--- src/rtl/digit_swap_sched.sv ---
// digit_swap_sched
// Chooses which mod-6 counter value drives each seven-segment digit. Every
// PERIOD ticks the upper digit is blanked for BLANK_TICKS ticks, and then the
// two digits swap. A synchronised hold button freezes the digits and the
// schedule.
//
// Parameters:
//   PERIOD      ticks spent in RUN between swaps (2..2^CW)
//   BLANK_TICKS ticks the upper digit is dark before each swap (1..2^CW)
//   CW          width of the period and blank counters
// Ports:
//   clk_slow    slow divided clock; all state changes on its rising edge
//   rst         synchronous reset, active-low
//   hold_n      raw hold pushbutton, active-low, asynchronous to clk_slow
//   cnt_a/b     counter values (0..5; values 6 and 7 pass through unchanged)
//   digit0/1    registered values for the lower and upper decoders
//   blank1      registered; 1 = drive the upper display dark
//   swapped     0: digit0=cnt_a, digit1=cnt_b; 1: the reverse
//   swap_pulse  one-cycle pulse in the cycle swapped toggles
//   holding     1 while in HOLD
//
// state | meaning
// RUN   | digits follow the counters, period counter advancing
// BLANK | upper digit dark, blank counter advancing toward the swap
// HOLD  | digits, swap state and period counter frozen
module digit_swap_sched #(
  parameter int PERIOD      = 30,
  parameter int BLANK_TICKS = 2,
  parameter int CW          = 5
) (
  input  logic       clk_slow,
  input  logic       rst,
  input  logic       hold_n,
  input  logic [2:0] cnt_a,
  input  logic [2:0] cnt_b,
  output logic [2:0] digit0,
  output logic [2:0] digit1,
  output logic       blank1,
  output logic       swapped,
  output logic       swap_pulse,
  output logic       holding
);

  typedef enum logic [1:0] {
    S_RUN   = 2'd0,
    S_BLANK = 2'd1,
    S_HOLD  = 2'd2
  } state_t;

  localparam logic [CW-1:0] P_LAST = CW'(PERIOD - 1);
  localparam logic [CW-1:0] B_LAST = CW'(BLANK_TICKS - 1);

  state_t        state;
  logic [CW-1:0] pcnt;
  logic [CW-1:0] bcnt;
  logic          pend;
  logic          sync1;
  logic          sync2;
  logic          sync_prev;
  logic          press;

  // Falling edge of the synchronised button; one cycle per press.
  assign press = sync_prev & ~sync2;

  always_ff @(posedge clk_slow) begin
    if (!rst) begin
      state      <= S_RUN;
      pcnt       <= '0;
      bcnt       <= '0;
      pend       <= 1'b0;
      swapped    <= 1'b0;
      digit0     <= 3'd0;
      digit1     <= 3'd0;
      blank1     <= 1'b0;
      swap_pulse <= 1'b0;
      holding    <= 1'b0;
      sync1      <= 1'b1;
      sync2      <= 1'b1;
      sync_prev  <= 1'b1;
    end else begin
      sync1      <= hold_n;
      sync2      <= sync1;
      sync_prev  <= sync2;
      swap_pulse <= 1'b0;

      case (state)
        S_RUN: begin
          digit0 <= swapped ? cnt_b : cnt_a;
          digit1 <= swapped ? cnt_a : cnt_b;
          if (pcnt == P_LAST) begin
            pcnt   <= '0;
            state  <= S_BLANK;
            blank1 <= 1'b1;
            // A press colliding with the terminal count waits for the swap.
            if (press) pend <= 1'b1;
          end else begin
            pcnt <= pcnt + 1'b1;
            if (press) begin
              state   <= S_HOLD;
              holding <= 1'b1;
            end
          end
        end

        S_BLANK: begin
          digit0 <= swapped ? cnt_b : cnt_a;
          digit1 <= swapped ? cnt_a : cnt_b;
          if (bcnt == B_LAST) begin
            bcnt       <= '0;
            swapped    <= ~swapped;
            swap_pulse <= 1'b1;
            blank1     <= 1'b0;
            pend       <= 1'b0;
            // A press on the final blank tick is honoured like a deferred one.
            if (pend || press) begin
              state   <= S_HOLD;
              holding <= 1'b1;
            end else begin
              state <= S_RUN;
            end
          end else begin
            bcnt <= bcnt + 1'b1;
            if (press) pend <= 1'b1;
          end
        end

        S_HOLD: begin
          if (press) begin
            state   <= S_RUN;
            holding <= 1'b0;
          end
        end

        default: begin
          state <= S_RUN;
        end
      endcase
    end
  end

endmodule
--- config.mk ---
export PLATFORM = sky130hd
export DESIGN_NAME = digit_swap_sched
export DESIGN_NICKNAME = d
export VERILOG_FILES = /design/src/rtl/digit_swap_sched.sv
export SDC_FILE = /design/constraint.sdc
export NUM_CORES = 1
export LEC_CHECK = 0
export BUFFER_PORTS_ARGS = -buffer_cell sky130_fd_sc_hd__clkbuf_2
export CAP_MARGIN = 20
export CORE_ASPECT_RATIO = 1.25
export CORE_MARGIN = 2
export CORE_UTILIZATION = 54
export CTS_CLUSTER_SIZE = 8
export DETAILED_ROUTE_END_ITERATION = 10
export PLACE_DENSITY_LB_ADDON = 0.3
export SLEW_MARGIN = 20
export SYNTH_ARGS = -nofsm -noshare
export SYNTH_HDL_FRONTEND = slang
export SYNTH_SLANG_ARGS = --single-unit
export TNS_END_PERCENT = 1
--- constraint.sdc ---
create_clock -name clk_slow -period 2 [get_ports clk_slow]
set_clock_uncertainty 0.15 [all_clocks]
set_input_delay 0.2 -clock clk_slow [delete_from_list [all_inputs] [get_ports clk_slow]]
set_output_delay 0.2 -clock clk_slow [all_outputs]
set_load 0.05 [all_outputs]
==> results of run 1 <==
[metal layers]
layer	vias up	GRT usage [%]
met1	446	24.6
met2	5	33.0
met3	2	1.95
met5	-	0
li1	487	-
met4	0	5.04
[area by class of cell]
class                      instances  area share (%)
tap                               20            1.90
timing repair buffer              20            8.18
sequential                        26            39.6
clock buffer                       4            2.76
inverter                           5            1.43
multi-input combinational         90            46.1
[final timing paths]
check,end,depth (start not counted)
worst max-delay path,bcnt[2]$_SDFFE_PN0P_,4
worst min-delay path,sync1$_SDFF_PN1_,2
worst max register to register,bcnt[2]$_SDFFE_PN0P_,4
worst min register to register,sync2$_SDFF_PN1_,1
[layout by cell type, fill, tap and decap left out, drive strengths merged, types with 2 or more instances in the layout]
master / count
dfxtp: 26
clkbuf: 22
a21oi: 11
o21ai: 9
nor2: 9
nand2: 6
or3: 6
mux2: 6
mux2i: 6
inv: 5
nand2b: 5
nand3: 4
nand3b: 4
ha: 4
or2: 2
nand4: 2
and2: 2
[power groups by stage]
stage | Sequential (W) | Clock (W) | Combinational [W]
global placement | 0.000562 | 0 | 0.000107
floorplan | 0.000593 | 0 | 0.0000519
global route | 0.000555 | 0.000289 | 0.000123
finish | 0.000553 | 0.000265 | 0.000112
CTS | 0.000552 | 0.000267 | 0.000113
detailed placement | 0.000564 | 0 | 0.000111
[critical path, delay by kind of cell (launching register included)]
family / cells / cell delay (ns)
and+or+nand+nor: 2 / 0.57
DFF: 1 / 0.42
adders and majority gates: 1 / 0.18
AOI/OAI and AO/OA: 1 / 0.41
[cell families after synthesis]
family | synth area share (%)
XOR/XNOR | 1.50
flip-flops | 44.5
AO/OA/AOI/OAI | 12.5
AND/OR/NAND/NOR | 22.7
multiplexers | 10.9
buffers and inverters | 3.64
adder cells (fa/ha/maj) | 4.28
[stage by stage]
| step | setup WS (ns) | util (%) |
|---|---|---|
| after floorplan | 0.292 | - |
| after global placement | 0.278 | 63.3 |
| after global routing | 0.0261 | 65.6 |
| after detailed placement | 0.203 | 63.3 |
| after CTS | 0.172 | 65.6 |
| final | 0.169 | 65.6 |
[registers in the layout, summed over array words and instances, names as in the netlist]
register	flops
bcnt	5
sync2	1
swap_pulse	1
swapped	1
sync1	1
blank1	1
state	2
sync_prev	1
holding	1
digit1	3
pend	1
digit0	3
pcnt	5
==> reports/metrics.yaml, run 1 <==
tns_ns: 0
synth-seq-cells: 26
clkSinkCount: 26
initial_core_util_pct: 58.4
p_leak_nw: 0.503
finalInstanceArea_um2: 1320
htreeDepth: 1
topRoutingLayerUsed: "met4"
cts-root-buf: "clkbuf_4"
die_h_um: 56.0
synth_fp_nets: 140
pwr-share-seq_pct: 59.4
io_pins: 19
p_total_w: 0.000930
multiInputGateArea_um2: 607
clock.fmax_mhz: 546
routed_wl_um: 2250
insertedDiodeCount: 0
fin_cells: 165
cp_max_fo: 5
min_from: "rst"
nFillCells: 164
power.switching_w: 0.000239
synth.area.top_cells: "dfxtp_1, mux2_2, mux2i_1"
reg2reg_from: "bcnt[0]$_SDFFE_PN0P_"
p_int_w: 0.000691
fin_crit_ns: 1.83
cts_tree: "done"
max-cap-violations: 0
met2_wirelength_um: 1170
crit_type: "reg -> reg"
grt_first_pass_wirelength_um: 3830
coreArea_um2: 2000
worstPathCellList: "ha_1 > or4b_4 > o21ai_0 > nor2_1"
fin_crit_sh_pct: 91.6
comb_power_share_pct: 12.1
dp_hpwl_um: 1680
slew_headroom_pct: 59.0
placed_area_um2: 1270
vias_per_cell: 5.70
synth.most_common_cell: "dfxtp_1"
place_inst: 160
clk_latency_ns: 0.32
drt_first_pass_iters: 6
grt-ovfl-total: 0
synth_top_cell_by_area: "dfxtp_1"
swShare_pct: 25.7
portBuffers: 18
synth_edf_count: 0
die_w_um: 45.6
syn_area_um2: 1170
ys_seq_area_share_pct: 44.5
hold_buffers: 1
wl_met3_um: 33
rows: 18
clkTransAtPathRegs_ns: 0.13
nets: 159
routabilityCongestion: 0.753
status: "complete, no violations"
grtUsageTotal_pct: 19.3
drtIter0Drc: 16
synthFlopType: "dfxtp_1"
ys_async_sr_fraction_pct: 0
synth_top_area_share_pct: 44.5
tightest_slew_ns: 0.606
clk_path_buf_depth: 2
slew_violations: 0
cts_resized: 0
p_clk_share_pct: 28.5
cp.required_ns: 2.06
slowest_delay_ns: 0.48
end_kind: "register"
drc: 0
cp.arrival_ns: 1.89
postSynthAreaPerCell_um2: 9.21
r2r_slack_ns: 0.17
wl_met1_um: 1030
whs_ns: 0.00973
peakVddDrop_mv: 0.497
critPathLaunch: "bcnt[0]$_SDFFE_PN0P_"
area_growth_pct: 12.4
ant_nets: 0
vias: 940
hold_violations: 0
ys_warn_count: 0
grt_max_degree: 15
regArea_um2: 520
syn_inst: 127
synth_commonest_cells: "dfxtp_1, a21oi_1, nor2_1, o21ai_0"
cts_setup_buffers: 0
slowest_stage: "or4b_4"
drive_above_1_share_pct: 22.8
synth_cell_types: 32
pwr_density_cell_nw_per_um2: 707
rsz0062_at_grt: "false"
start_kind: "register"
hp-class: "in -> reg"
grt_pass1_vias: 911
setup_viol_count_final: 0
cts_buffers: 3
wl_per_cell_um: 13.6
dieArea_um2: 2560
antenna_found_initial: 0
(Power assumes the default switching activity.)
==> run 2, diff against run 1 <==
--- a/config.mk
+++ b/config.mk
@@ -9,7 +9,8 @@
 export CAP_MARGIN = 20
 export CORE_ASPECT_RATIO = 1.25
 export CORE_MARGIN = 2
-export CORE_UTILIZATION = 54
+export CORE_UTILIZATION = 55
+export CTS_BUF_LIST = sky130_fd_sc_hd__clkbuf_4 sky130_fd_sc_hd__clkbuf_8
 export CTS_CLUSTER_SIZE = 8
 export DETAILED_ROUTE_END_ITERATION = 10
 export PLACE_DENSITY_LB_ADDON = 0.3
==> constraint.sdc (replaced) <==
create_clock -name clk_slow -period 2.1 [get_ports clk_slow]
set_clock_uncertainty 0.15 [all_clocks]
set_input_delay 0.21 -clock clk_slow [delete_from_list [all_inputs] [get_ports clk_slow]]
set_output_delay 0.21 -clock clk_slow [all_outputs]
set_load 0.05 [all_outputs]
==> reports/metrics.yaml, run 2 (synthesis gave the netlist of run 1 again) <==
status: "complete, no violations"
cts_resized: 0  # unchanged
initial_core_util_pct: 58.4  # unchanged
met2_wirelength_um: 961  # -18%
hp-class: "in -> reg"
ant_nets: 0  # unchanged
portBuffers: 18  # unchanged
pwr_density_cell_nw_per_um2: 673  # -4.8%
drtIter0Drc: 8  # -8
p_leak_nw: 0.498  # -1.1%
tightest_slew_ns: 0.605  # -0.000939 ns
nFillCells: 168  # +2.4%
io_pins: 19  # unchanged
cts_buffers: 3  # unchanged
tns_ns: 0  # unchanged
final_common_cell: "dfxtp_1"
routed_wl_um: 1980  # -12%
area_growth_pct: 11.8
fin_crit_ns: 1.78  # -0.0494 ns
final_cell_mix: "dfxtp_1, clkbuf_2, a21oi_1"
top_regs: "bcnt x5, pcnt x5"
clock.fmax_mhz: 561  # +2.8%
routabilityCongestion: 0.787  # +4.6%
grt_pass1_vias: 854  # -6.3%
coreArea_um2: 2000  # unchanged
antenna_found_initial: 0  # unchanged
crit_type: "reg -> reg"
clkTransAtPathRegs_ns: 0.14  # about the same
grt_max_degree: 16  # +1
max-cap-violations: 0  # unchanged
hold_violations: 0  # unchanged
rows: 18  # unchanged
grtUsageTotal_pct: 18.4  # -0.89 points
vias_per_cell: 5.59  # -1.9%
cp.required_ns: 2.21  # +0.15 ns
clk_path_buf_depth: 2  # unchanged
fin_crit_sh_pct: 84.9  # -6.7 points
vias: 917  # -2.4%
rsz0062_at_grt: "false"
cp_max_fo: 5  # unchanged
topRoutingLayerUsed: "met4"
cts-root-buf: "clkbuf_4"
dp_hpwl_um: 1480  # -12%
place_inst: 159  # -0.63%
dieArea_um2: 2510  # -1.7%
peakVddDrop_mv: 0.613  # +24%
htreeDepth: 1  # unchanged
wl_met1_um: 948  # -7.7%
slew_headroom_pct: 59.6  # +0.58 points
end_kind: "register"
fin_cells: 164  # -0.61%
grt_first_pass_wirelength_um: 3570  # -6.7%
clk_latency_ns: 0.32  # about the same
nets: 158  # -0.63%
cts_tree: "done"
die_w_um: 45.3  # -0.83%
cp.arrival_ns: 1.89  # about the same
insertedDiodeCount: 0  # unchanged
drt_first_pass_iters: 4  # -2
drc: 0  # unchanged
die_h_um: 55.6  # -0.85%
clkSinkCount: 26  # unchanged
setup_viol_count_final: 0  # unchanged
slew_violations: 0  # unchanged
start_kind: "register"
drive_above_1_share_pct: 22.2  # -0.54 points
wl_per_cell_um: 12.1  # -11%
wl_met3_um: 31  # -6.1%
grt-ovfl-total: 0  # unchanged
-- run 2: area by class of cell --
class                           instances  area [µm²]  area share, %
Clock buffer                            4        36.3           2.78
Tap cell                               20        25.0           1.91
Multi-Input combinational cell         90         607           46.4
Inverter                                5        18.8           1.44
Sequential cell                        26         520           39.8
Timing Repair Buffer                   19         100           7.66
-- run 2: repair_timing --
action                                 in CTS  in global routing
endpoints found under the hold margin       1                  0
hold buffers                                1                  0
setup buffers                               0                  0
-- run 2: worst max-delay path: stages (launching register included) --
cell     delay, ns
dfxtp_1       0.42
ha_1          0.17
or4b_4        0.48
or3_1         0.35
a21oi_1       0.13
-- run 2: power by group --
| part | leakage (nW) | internal [W] | switching [W] |
|---|---|---|---|
| Combinational | 0.265 | 0.0000385 | 0.0000624 |
| Sequential | 0.212 | 0.000512 | 0.0000167 |
| Clock | 0.0210 | 0.000106 | 0.000145 |
| Total | 0.498 | 0.000656 | 0.000224 |
-- run 2: per-layer routing --
metal | vias up | track usage (%)
li1 | 482 | -
met4 | 0 | 7.56
met3 | 4 | 2.94
met1 | 422 | 24.8
met5 | - | 0
met2 | 9 | 28.4
-- run 2: stage by stage --
step | setup slack (ns) | instance area (µm²) | hold slack, ns | total power, W | util, %
3_5_place_dp | 0.324 | 1260 | 0.246 | 0.000640 | 62.9
4_1_cts | 0.309 | 1310 | 0.0225 | 0.000888 | 65.2
6_report | 0.318 | 1310 | 0.0197 | 0.000880 | 65.2
2_1_floorplan | 0.392 | 1170 | 0.161 | 0.000614 | -
3_3_place_gp | 0.380 | 1260 | 0.241 | 0.000636 | 62.9
5_1_grt | 0.103 | 1310 | 0.0238 | 0.000916 | 65.2
-- run 2: path summary, 6_finish.rpt --
check,start,end,slack [ns],depth (start not counted)
worst min-delay path,rst,sync1$_SDFF_PN1_,0.02,2
worst min register to register,sync1$_SDFF_PN1_,sync2$_SDFF_PN1_,0.28,1
worst max register to register,bcnt[0]$_SDFFE_PN0P_,swapped$_SDFFE_PN0P_,0.32,4
worst max-delay path,bcnt[0]$_SDFFE_PN0P_,swapped$_SDFFE_PN0P_,0.32,4
